$ cat src/rtl/dmem_rd_sched.sv
// dmem_rd_sched: two-port round-robin burst read scheduler for the image-data ROM.
// Port 0 is the scalar load unit, port 1 the vector load unit. Beats are
// registered into a single response slot with a valid/ready handshake.
// Optional feature macro: DMEM_RD_SCHED_PERF_EN (grant/stall performance counters).
module dmem_rd_sched #(
  parameter  int unsigned V         = 192,
  parameter  int unsigned AW        = 18,
  parameter  int unsigned SIZE      = 150000,
  parameter  int unsigned BURST_MAX = 8,
  localparam int unsigned LW        = $clog2(BURST_MAX)
) (
  input  logic                  clk,
  input  logic                  reset,
  input  logic [1:0]            req_valid,
  output logic [1:0]            req_ready,
  input  logic [1:0][AW-1:0]    req_addr,
  input  logic [1:0][LW-1:0]    req_len,
  output logic [AW-1:0]         rom_addr,
  output logic                  rom_vecop,
  input  logic [V-1:0]          rom_rd,
  output logic                  rsp_valid,
  input  logic                  rsp_ready,
  output logic [V-1:0]          rsp_data,
  output logic                  rsp_id,
  output logic                  rsp_last,
  output logic                  rsp_err,
  output logic [31:0]           perf_gnt0,
  output logic [31:0]           perf_gnt1,
  output logic [31:0]           perf_stall
);

  typedef enum logic {IDLE, BURST} state_t;

  state_t         state;
  logic           last_gnt;   // port granted most recently (reset to 1 so port 0 has priority)
  logic [LW-1:0]  len_q;
  logic [LW-1:0]  beat;
  logic           win;
  logic           hs;
  logic           issue;
  logic           oor;

  // Round-robin winner and request accept; ready is only offered while idle
  always_comb begin
    win       = req_valid[1];
    req_ready = 2'b00;
    if (req_valid == 2'b11) win = ~last_gnt;
    if ((state == IDLE) && (req_valid != 2'b00)) req_ready[win] = 1'b1;
  end

  assign hs    = |(req_valid & req_ready);
  assign issue = (state == BURST) && (!rsp_valid || rsp_ready);
  assign oor   = 32'(rom_addr) >= SIZE;

  // Burst FSM, ROM address generation and response slot
  always_ff @(posedge clk) begin
    if (reset) begin
      state     <= IDLE;
      last_gnt  <= 1'b1;
      len_q     <= '0;
      beat      <= '0;
      rom_addr  <= '0;
      rom_vecop <= 1'b0;
      rsp_valid <= 1'b0;
      rsp_data  <= '0;
      rsp_id    <= 1'b0;
      rsp_last  <= 1'b0;
      rsp_err   <= 1'b0;
    end else begin
      // An accepted beat empties the slot unless a new beat overwrites it below
      if (rsp_valid && rsp_ready) rsp_valid <= 1'b0;

      case (state)
        IDLE: begin
          if (hs) begin
            rom_addr  <= req_addr[win];
            len_q     <= req_len[win];
            rom_vecop <= win;
            last_gnt  <= win;
            beat      <= '0;
            state     <= BURST;
          end
        end
        BURST: begin
          if (issue) begin
            rsp_valid <= 1'b1;
            rsp_data  <= oor ? '0 : rom_rd;
            rsp_err   <= oor;
            rsp_id    <= rom_vecop;
            rsp_last  <= (beat == len_q);
            beat      <= beat + LW'(1);
            if (beat == len_q) begin
              state <= IDLE;
            end else begin
              rom_addr <= rom_addr + AW'(1);
            end
          end
        end
        default: state <= IDLE;
      endcase
    end
  end

`ifdef DMEM_RD_SCHED_PERF_EN
  // Grant and stall counters, free-running with natural 32-bit wrap
  always_ff @(posedge clk) begin
    if (reset) begin
      perf_gnt0  <= '0;
      perf_gnt1  <= '0;
      perf_stall <= '0;
    end else begin
      if (hs && !win) perf_gnt0 <= perf_gnt0 + 32'd1;
      if (hs && win)  perf_gnt1 <= perf_gnt1 + 32'd1;
      if (rsp_valid && !rsp_ready) perf_stall <= perf_stall + 32'd1;
    end
  end
`else
  assign perf_gnt0  = '0;
  assign perf_gnt1  = '0;
  assign perf_stall = '0;
`endif

endmodule
$ cat config.mk
export PLATFORM = sky130hd
export DESIGN_NAME = dmem_rd_sched
export DESIGN_NICKNAME = d
export VERILOG_FILES = /design/src/rtl/dmem_rd_sched.sv
export SDC_FILE = /design/constraint.sdc
export NUM_CORES = 1
export LEC_CHECK = 0
export ABC_CLOCK_PERIOD_IN_PS = 4300
export CAP_MARGIN = 10
export CORE_AREA = 5 5 212 214
export DETAILED_ROUTE_END_ITERATION = 6
export DIE_AREA = 0 0 217 219
export HOLD_SLACK_MARGIN = 0.06
export PLACE_DENSITY = 0.52
export SYNTH_ARGS = -nofsm -noshare
export SYNTH_HDL_FRONTEND = slang
export SYNTH_SLANG_ARGS = --single-unit
$ cat constraint.sdc
create_clock -name clk -period 4.3 [get_ports clk]
set_input_delay 0.43 -clock clk [delete_from_list [all_inputs] [get_ports clk]]
set_output_delay 0.43 -clock clk [all_outputs]
set_load 0.01 [all_outputs]
# Word level (Yosys, flattened, before mapping)
# Index checks and enable logic that the tools add are counted.
[totals]
out_inout_bits = 313
elab_cells = 59
ff_bits = 223
[classes]
n_reduce_logical = 12
n_eq_ne = 5
magnitude_cmp = 3
mux = 23
n_addsub = 2
bitwise_logic = 3
[ops]
columns = ["op", "n"]
rows = [
  ["two-way mux 192 bit", 1],
  ["two-way mux 18 bit", 5],
  ["one-hot mux 18 bit (2 select lines)", 1],
  ["adder 18 x 1 -> 18 bit, second input constant", 1],
  [">= comparator 18 bit, second input constant", 1],
  ["two-way mux 3 bit", 4],
  ["two-way mux 1 bit", 8],
  ["one-hot mux 3 bit (2 select lines)", 1],
  ["AND reduction 2 bit", 3],
  ["logical AND 1 bit", 4],
  ["!= test 2 bit, second input constant", 2],
  ["adder 3 x 1 -> 3 bit, second input constant", 1],
  ["equality test 3 bit", 1],
  ["AND reduction 3 bit", 1],
  ["bitwise AND 2 bit", 1],
  ["equality test 2 bit, second input constant", 1],
  ["< comparator 1 x 2 -> 1 bit, second input constant", 1],
  ["two-way mux 2 bit", 1],
  ["!= test 2 x 1 -> 1 bit, second input constant", 1],
  ["inverter 1 bit", 2],
  ["one-hot mux 1 bit (2 select lines)", 1],
  ["nonzero test 2 bit", 1],
  ["OR reduction 2 bit", 1],
  ["demux 1 bit (select 1 bit)", 1],
  ["3 further kinds", 3],
]

# Longest topological paths before layout
# Gate-level depths: netlist of run 1.
[logic_depth]
ltp_word = 11
depth_mapped = 8
mapped_depth_nobuf = 6

# Least setup slack after synthesis of run 1
# OpenSTA, ideal clock, no wires.
[synth_path]
path_type = "flip-flop to flip-flop"
start = "reg rom_addr[0]"
end = "reg rom_addr[16]"
period_less_slack_ps = 1856
setup_ps = 132
arrival_time_ps = 1724
n_path_buf = 1
required_ps = 4168
stages_incl_launch_ff = 8
slack_ps = 2444
path_cell_list = "dfxtp_1 ha_1 nand3_1 or3_1 buf_2 o31a_1 o21ai_1 a21oi_1"
[synth_via]
elab_chain_len = 4
[synth_lines]
columns = ["element", "line_no", "text"]
rows = [
  ["from (decl)", "18", "output logic [AW-1:0] rom_addr,"],
  ["from (signal assigned)", "76", "rom_addr <= req_addr[win];"],
  ["from (signal assigned)", "95", "rom_addr <= rom_addr + AW'(1);"],
  ["adder 18 x 1 -> 18 bit", "95", ""],
  ["two-way mux 18 bit", "92", "if (beat == len_q) begin"],
  ["two-way mux 18 bit", "85", "if (issue) begin"],
  ["one-hot mux 18 bit (2 select lines)", "73", "case (state)"],
]
# Every way passes these cells. The select of a mux whose other input is x is not followed.
# A chain may end at the register's enable or synchronous reset.

# Worst setup path after layout of run 1
[layout_path]
start = "reg state"
end = "out req_ready[0]"
[layout_via]
elab_chain_len = 3
[layout_lines]
columns = ["element", "line_no", "text"]
rows = [
  ["from (decl)", "34", "state_t state;"],
  ["from (signal assigned)", "58", "state <= IDLE;"],
  ["from (signal assigned)", "81", "state <= BURST;"],
  ["from (signal assigned)", "93", "state <= IDLE;"],
  ["inverter 1 bit (no line)", "-", ""],
  ["logical AND 1 bit", "48", "if ((state == IDLE) && (req_valid != 2'b00)) req_ready[win] = 1'b1;"],
  ["two-way mux 2 bit", "48", ""],
  ["to (decl)", "15", "output logic [1:0] req_ready,"],
]
# Every way passes these cells.

==> impl_metrics.py, run 1 <==
metrics = {
    "synth": {
        "syn_avg_cell_area_um2": 8.58,
        "netlist.area_leader.share_pct": 41.9,
        "ys_seq_area_share_pct": 41.9,
        "synth_seq_cells": 223,
        "async_reset_ff_share_pct": 0,
        "netlist_area_mm2": 0.0106,
        "synth_cell_type_count": 53,
        "ys_warn_count": 0,
        "syn-instance-count": 1241,
        "ys.flop_type": "dfxtp_1",
        "synth_area_leaders": "dfxtp_1, nand3_1, o21ai_2",
        "synth_edf_count": 0,
        "yosysTopAreaCell": "dfxtp_1",
    },
    "global_route": {
        "grt_pass1_wl_mm": 58.0,
        "grt_usage_pct": 15.0,
        "grt_overflow": 0,
        "grt_max_degree": 199,
        "grt_pass1_vias": 9616,
        "antenna_found_initial": 2,
    },
    "setup_path": {
        "cp_max_fo": 23,
        "start_kind": "flop",
        "reg2regPathDepth": 6,
        "worstSetupPathType": "flop to output port",
        "r2r_start": "rom_addr[4]",
        "crit_arrival_ns": 2.37,
        "crit_required_ns": 3.87,
        "end_kind": "output port",
        "regToRegEndpoint": "rsp_data[2]",
        "ff2ff_setup_slack_ns": 1.81,
    },
    "placed_design": {
        "preCtsSetupSlack_ns": 1.68,
        "dpl-instance-area_mm2": 0.0151,
        "portBuffers": 455,
        "dp_hpwl_mm": 27.3,
        "gp_congestion": 0.793,
    },
    "finish": {
        "syn2layout_area_growth_pct": 50.1,
        "fin_area_mm2": 0.0160,
        "fillers": 4379,
        "nets": 1861,
        "drive_gt1_share_pct": 15.1,
    },
    "cts": {
        "cts_buffers": 28,
        "cts_hold_buf": 0,
        "htreeDepth": 1,
        "cts_tree": "done",
        "clkSinkCount": 223,
        "cts_resized": 0,
        "cts.root.buffer_cell": "clkbuf_16",
        "clk_latency_ns": 0.54,
        "clockBufferDepth": 3,
        "cts_setup_buffers": 0,
        "cts.clk_slew.worst_paths_ns": 0.06,
    },
    "floorplan": {
        "start_util_pct": 24.9,
        "coreArea_mm2": 0.0427,
        "io_pins": 552,
        "dieArea_mm2": 0.0475,
        "fp-row-count": 76,
        "die_w_um": 217,
        "dieHeight_um": 219,
    },
    "min_path": {
        "hp-class": "primary input to flop",
        "hold_end": "rsp_data[81]",
        "whs_path_depth": 3,
        "worstHoldStart": "rom_rd[81]",
    },
    "drt": {
        "num_vias": 10300,
        "dr.pass1.iters": 5,
        "viasPerCell": 4.71,
        "drtIter0Drc": 588,
        "totalWireLength_mm": 39.3,
        "drc_errors": 0,
        "post_drt_wl_per_cell_um": 18.0,
        "ant_nets": 0,
    },
    "sta": {
        "layout_setup_ws_ns": 1.50,
        "final-setup-viol-count": 0,
        "whs_ns": 0.450,
        "post-route-period-util_pct": 65.2,
        "max_freq_mhz": 357,
        "max_slew_margin_pct": 29.2,
        "final_max_slew_viol_count": 0,
        "rsz0062_at_grt": "false",
        "hold_viol_final": 0,
        "min_period_ns": 2.80,
        "tightest_slew_ns": 1.06,
        "fin_skew_ns": 0.00926,
        "fin_tns_setup_ns": 0,
    },
    "power": {
        "leakage_nw": 5.76,
        "ir_worst_vdd_mv": 0.243,
        "power_density_mw_per_mm2": 388,
    },
    "flow_run": {
        "cap_violations": 0,
    },
    "run_status": {
        "status": "finished clean",
    },
}
how the worst max path moves through the flow:
stage	from	end	slack, ns
6_report	state	req_ready[0]	1.50
5_1_grt	state	req_ready[0]	1.28
4_1_cts	state	req_ready[0]	1.44
3_5_place_dp	reset	rsp_data[74]	1.68
3_3_place_gp	rsp_ready	rom_addr[7]	1.70
2_1_floorplan	rom_addr[0]	rom_addr[16]	2.44
synth_stat cells, types with 3 or more instances:
cell	count
buf_4	96
buf_8	10
clkbuf_1	92
nor3_1	6
o21ai_2	180
buf_2	11
o22ai_1	3
nand3_1	394
ha_1	3
a32oi_1	3
nand4_1	3
a31oi_1	3
nand2b_1	3
inv_1	6
a21oi_1	37
nor4_1	5
or4_1	3
xnor2_1	3
nand2_1	49
buf_6	10
o21ai_1	6
mux2i_1	5
dfxtp_1	223
nor2_1	22
o21ai_0	26
o32ai_1	3
a211oi_1	4
metrics by stage:
step	total power, mW	instances	util (%)
finish	6.21	2184	37.4
global route	6.53	2184	37.4
CTS	6.32	2182	37.4
detailed placement	4.01	2135	35.4
global placement	4.00	2135	35.4
floorplan	3.26	1336	-
area by class of cell:
type,instances,area (um^2),area share [%]
Multi-Input combinational cell,885,5130,32.1
Sequential cell,223,4460,27.9
Tap cell,546,683,4.27
Timing Repair Buffer,474,4800,30.0
Clock buffer,42,815,5.10
Antenna cell,2,5.00,0.0313
Inverter,7,33.8,0.211
Clock inverter,5,57.6,0.360
state kept, by name, indices dropped and copies added, names as in the netlist:
register,cells
rsp_last,1
last_gnt,1
len_q,3
state,1
rsp_err,1
beat,3
rom_addr,18
rsp_id,1
rom_vecop,1
rsp_data,192
rsp_valid,1
routing by layer:
| layer | vias up | global-route usage, % | part of all wire (%) |
|---|---|---|---|
| li1 | 5010 | - | - |
| met1 | 4865 | 19.2 | 42 |
| met2 | 358 | 25.4 | 49 |
| met3 | 61 | 3.12 | 6.3 |
| met4 | 0 | 4.89 | 2.9 |
| met5 | - | 0 | 0 |
critical path: stages (launching register included):
cell and delay, ns:
dfxtp_1 0.31, inv_2 0.34, o21ai_1 0.30, nor2_1 0.29, clkdlybuf4s50_1 0.59
power by group:
part           switching [mW]  internal (mW)
sequential              0.133           2.27
combinational           0.814          0.734
clock                   0.902           1.35
cells by family after synthesis:
family	after synthesis	synth area share, %
AOI/OAI and AO/OA	281	20.4
xor gates and xnor gates	4	0.329
adders and majority gates	3	0.353
buffers and inverters	228	13.5
DFF	223	41.9
muxes	5	0.470
other	1	0.0352
and+or+nand+nor	496	23.0
cell usage in the layout (no fill, tap or decap), types with 4 or more instances in the layout:
| cell | n |
|---|---|
| nand3_1 | 394 |
| nor3_1 | 6 |
| clkbuf_1 | 9 |
| a21oi_1 | 37 |
| o21ai_1 | 6 |
| o21ai_0 | 26 |
| clkdlybuf4s50_1 | 455 |
| clkbuf_8 | 4 |
| conb_1 | 96 |
| nor2_1 | 22 |
| nor4_1 | 5 |
| a211oi_1 | 4 |
| buf_12 | 8 |
| dfxtp_1 | 223 |
| nand2_1 | 48 |
| inv_1 | 5 |
| clkbuf_16 | 29 |
| o21ai_2 | 180 |
| mux2i_1 | 5 |
| buf_4 | 11 |
No activity file was read; power rests on OpenSTA's default activity.
==> inputs of run 2 (changes only) <==
- ABC_CLOCK_PERIOD_IN_PS: 4300 -> 2890
- CORE_AREA: 5 5 212 214 -> 5 5 213 215
- DIE_AREA: 0 0 217 219 -> 0 0 218 220
- PLACE_DENSITY: 0.52 -> 0.51
- clock period: 4.3 -> 2.89 ns (I/O delays scaled with it)
==> run 2 against run 1 <==
  * Routed wire length grew 1.5%
  * Sequential power rose by 49%
  * Critical path depth is the same
  * Critical path type unchanged
  * Critical endpoint unchanged
==> impl_metrics.py, run 2 (synthesis results as in run 1) <==
metrics = {
    "drt": {
        "drc_errors": 0,
        "wl_met1_mm": 16.5,
        "dr.pass1.iters": 5,
        "viasPerCell": 4.58,
        "totalWireLength_mm": 39.9,
        "drtIter0Drc": 549,
        "route.met3.wl_mm": 2.88,
        "post_drt_wl_per_cell_um": 17.8,
        "top_layer": "met5",
        "ant_nets": 0,
        "dr_wl_met2_mm": 19.5,
        "num_vias": 10300,
    },
    "floorplan": {
        "io_pins": 552,
        "dieHeight_um": 220,
        "start_util_pct": 24.5,
        "dieArea_mm2": 0.0480,
        "die_w_um": 218,
        "fp-row-count": 77,
        "coreArea_mm2": 0.0435,
    },
    "power": {
        "clock_power_share_pct": 36.7,
        "leakage_nw": 5.88,
        "p_sw_mw": 2.78,
        "power_switching_share_pct": 29.6,
        "ir_worst_vdd_mv": 0.324,
        "power.internal_mw": 6.61,
        "power_density_mw_per_mm2": 578,
        "p_comb_share_pct": 25.1,
        "seqPwrFrac_pct": 38.2,
    },
    "placed_design": {
        "dpl-instance-area_mm2": 0.0153,
        "portBuffers": 455,
        "dp_hpwl_mm": 28.3,
        "gp_congestion": 0.807,
    },
    "sta": {
        "tightest_slew_ns": 0.770,
        "fin_skew_ns": 0.0108,
        "post-route-period-util_pct": 87.1,
        "final-setup-viol-count": 0,
        "hold_viol_final": 0,
        "max_slew_margin_pct": 48.6,
        "fin_tns_setup_ns": 0,
        "rsz0062_at_grt": "false",
        "final_max_slew_viol_count": 0,
        "min_period_ns": 2.52,
        "max_freq_mhz": 397,
    },
    "finish": {
        "drive_gt1_share_pct": 15.9,
        "fillers": 4503,
        "seq_area_mm2": 0.00446,
        "multiInputGateArea_mm2": 0.00513,
        "layout_commonest_cell": "clkdlybuf4s50_1",
        "fin_area_mm2": 0.0162,
        "final_cell_mix": "clkdlybuf4s50_1, nand3_1, dfxtp_1",
        "nets": 1874,
        "reg_top3": "rsp_data: 192 flops, rom_addr: 18 flops",
        "largest_reg_flops": 192,
        "top_register": "rsp_data",
        "syn2layout_area_growth_pct": 52.6,
    },
    "cts": {
        "cts.clk_slew.worst_paths_ns": 0.06,
        "clkSinkCount": 223,
        "cts_buffers": 28,
        "cts_setup_buffers": 0,
        "cts_resized": 0,
        "htreeDepth": 1,
        "clockBufferDepth": 3,
        "cts_tree": "done",
        "cts.root.buffer_cell": "clkbuf_16",
        "clk_latency_ns": 0.54,
        "cts_hold_buf": 0,
    },
    "global_route": {
        "grt_usage_pct": 15.2,
        "grt_pass1_vias": 9909,
        "antenna_found_initial": 3,
        "grt_pass1_wl_mm": 58.8,
        "grt_overflow": 0,
        "grt_max_degree": 100,
    },
    "setup_path": {
        "worstSetupPathType": "flop to output port",
        "crit_required_ns": 2.60,
        "cp_max_fo": 14,
        "crit_arrival_ns": 2.23,
        "start_kind": "flop",
        "reg2regPathDepth": 6,
        "end_kind": "output port",
    },
    "min_path": {
        "hp-class": "primary input to flop",
        "whs_path_depth": 3,
    },
    "run_status": {
        "status": "finished clean",
    },
    "flow_run": {
        "cap_violations": 0,
    },
}
run 2: cell count changes in the layout (fill, tap and decap cells not counted):
cell,previous run,this run
buf_12,8,14
diode_2,2,1
clkinv_2,1,3
clkbuf_8,4,7
clkbuf_1,9,8
buf_4,11,18
clkinvlp_4,3,1
run 2: final timing paths:
kind	slack, ns	startpoint	to
hold reg to reg	0.46	rsp_id	rsp_id
hold / removal	0.30	rom_rd[106]	rsp_data[106]
setup / recovery	0.37	state	req_ready[0]
setup reg to reg	0.71	rom_addr[4]	rsp_data[60]
run 2: power by group through the flow:
stage / Combinational [mW] / Clock [mW] / Sequential, mW
2_1_floorplan: 1.10 / 0 / 3.75
3_3_place_gp: 2.37 / 0 / 3.64
3_5_place_dp: 2.38 / 0 / 3.65
4_1_cts: 2.39 / 3.59 / 3.59
5_1_grt: 2.54 / 3.70 / 3.63
6_report: 2.35 / 3.45 / 3.58
run 2: per-layer routing:
layer	vias up	track usage [%]
met1	4859	18.9
li1	5036	-
met2	326	25.7
met4	4	4.19
met3	60	4.38
met5	-	0
run 2: critical path, stage by stage, from the launching register on:
cell and delay [ns]:
dfxtp_1 0.49, inv_2 0.12, o21ai_1 0.08, nor2_1 0.35, clkdlybuf4s50_1 0.64
run 2: area by class of cell:
class / count / share of cell area (%)
Antenna cell: 1 / 0.0154
Clock buffer: 44 / 5.24
Clock inverter: 5 / 0.323
Inverter: 7 / 0.208
Multi-Input combinational cell: 885 / 31.6
Sequential cell: 223 / 27.5
Tap cell: 592 / 4.56
Timing Repair Buffer: 487 / 30.6
run 2: through the flow:
stage / setup slack [ns] / util, % / cells / power (mW) / hold WS (ns)
finish: 0.371 / 37.3 / 2244 / 9.38 / 0.301
global route: 0.222 / 37.3 / 2244 / 9.87 / 0.282
CTS: 0.293 / 37.3 / 2243 / 9.56 / 0.259
detailed placement: 0.568 / 35.2 / 2194 / 6.03 / 0.453
global placement: 0.626 / 35.2 / 2194 / 6.01 / 0.444
floorplan: 1.03 / - / 1336 / 4.85 / 0.440
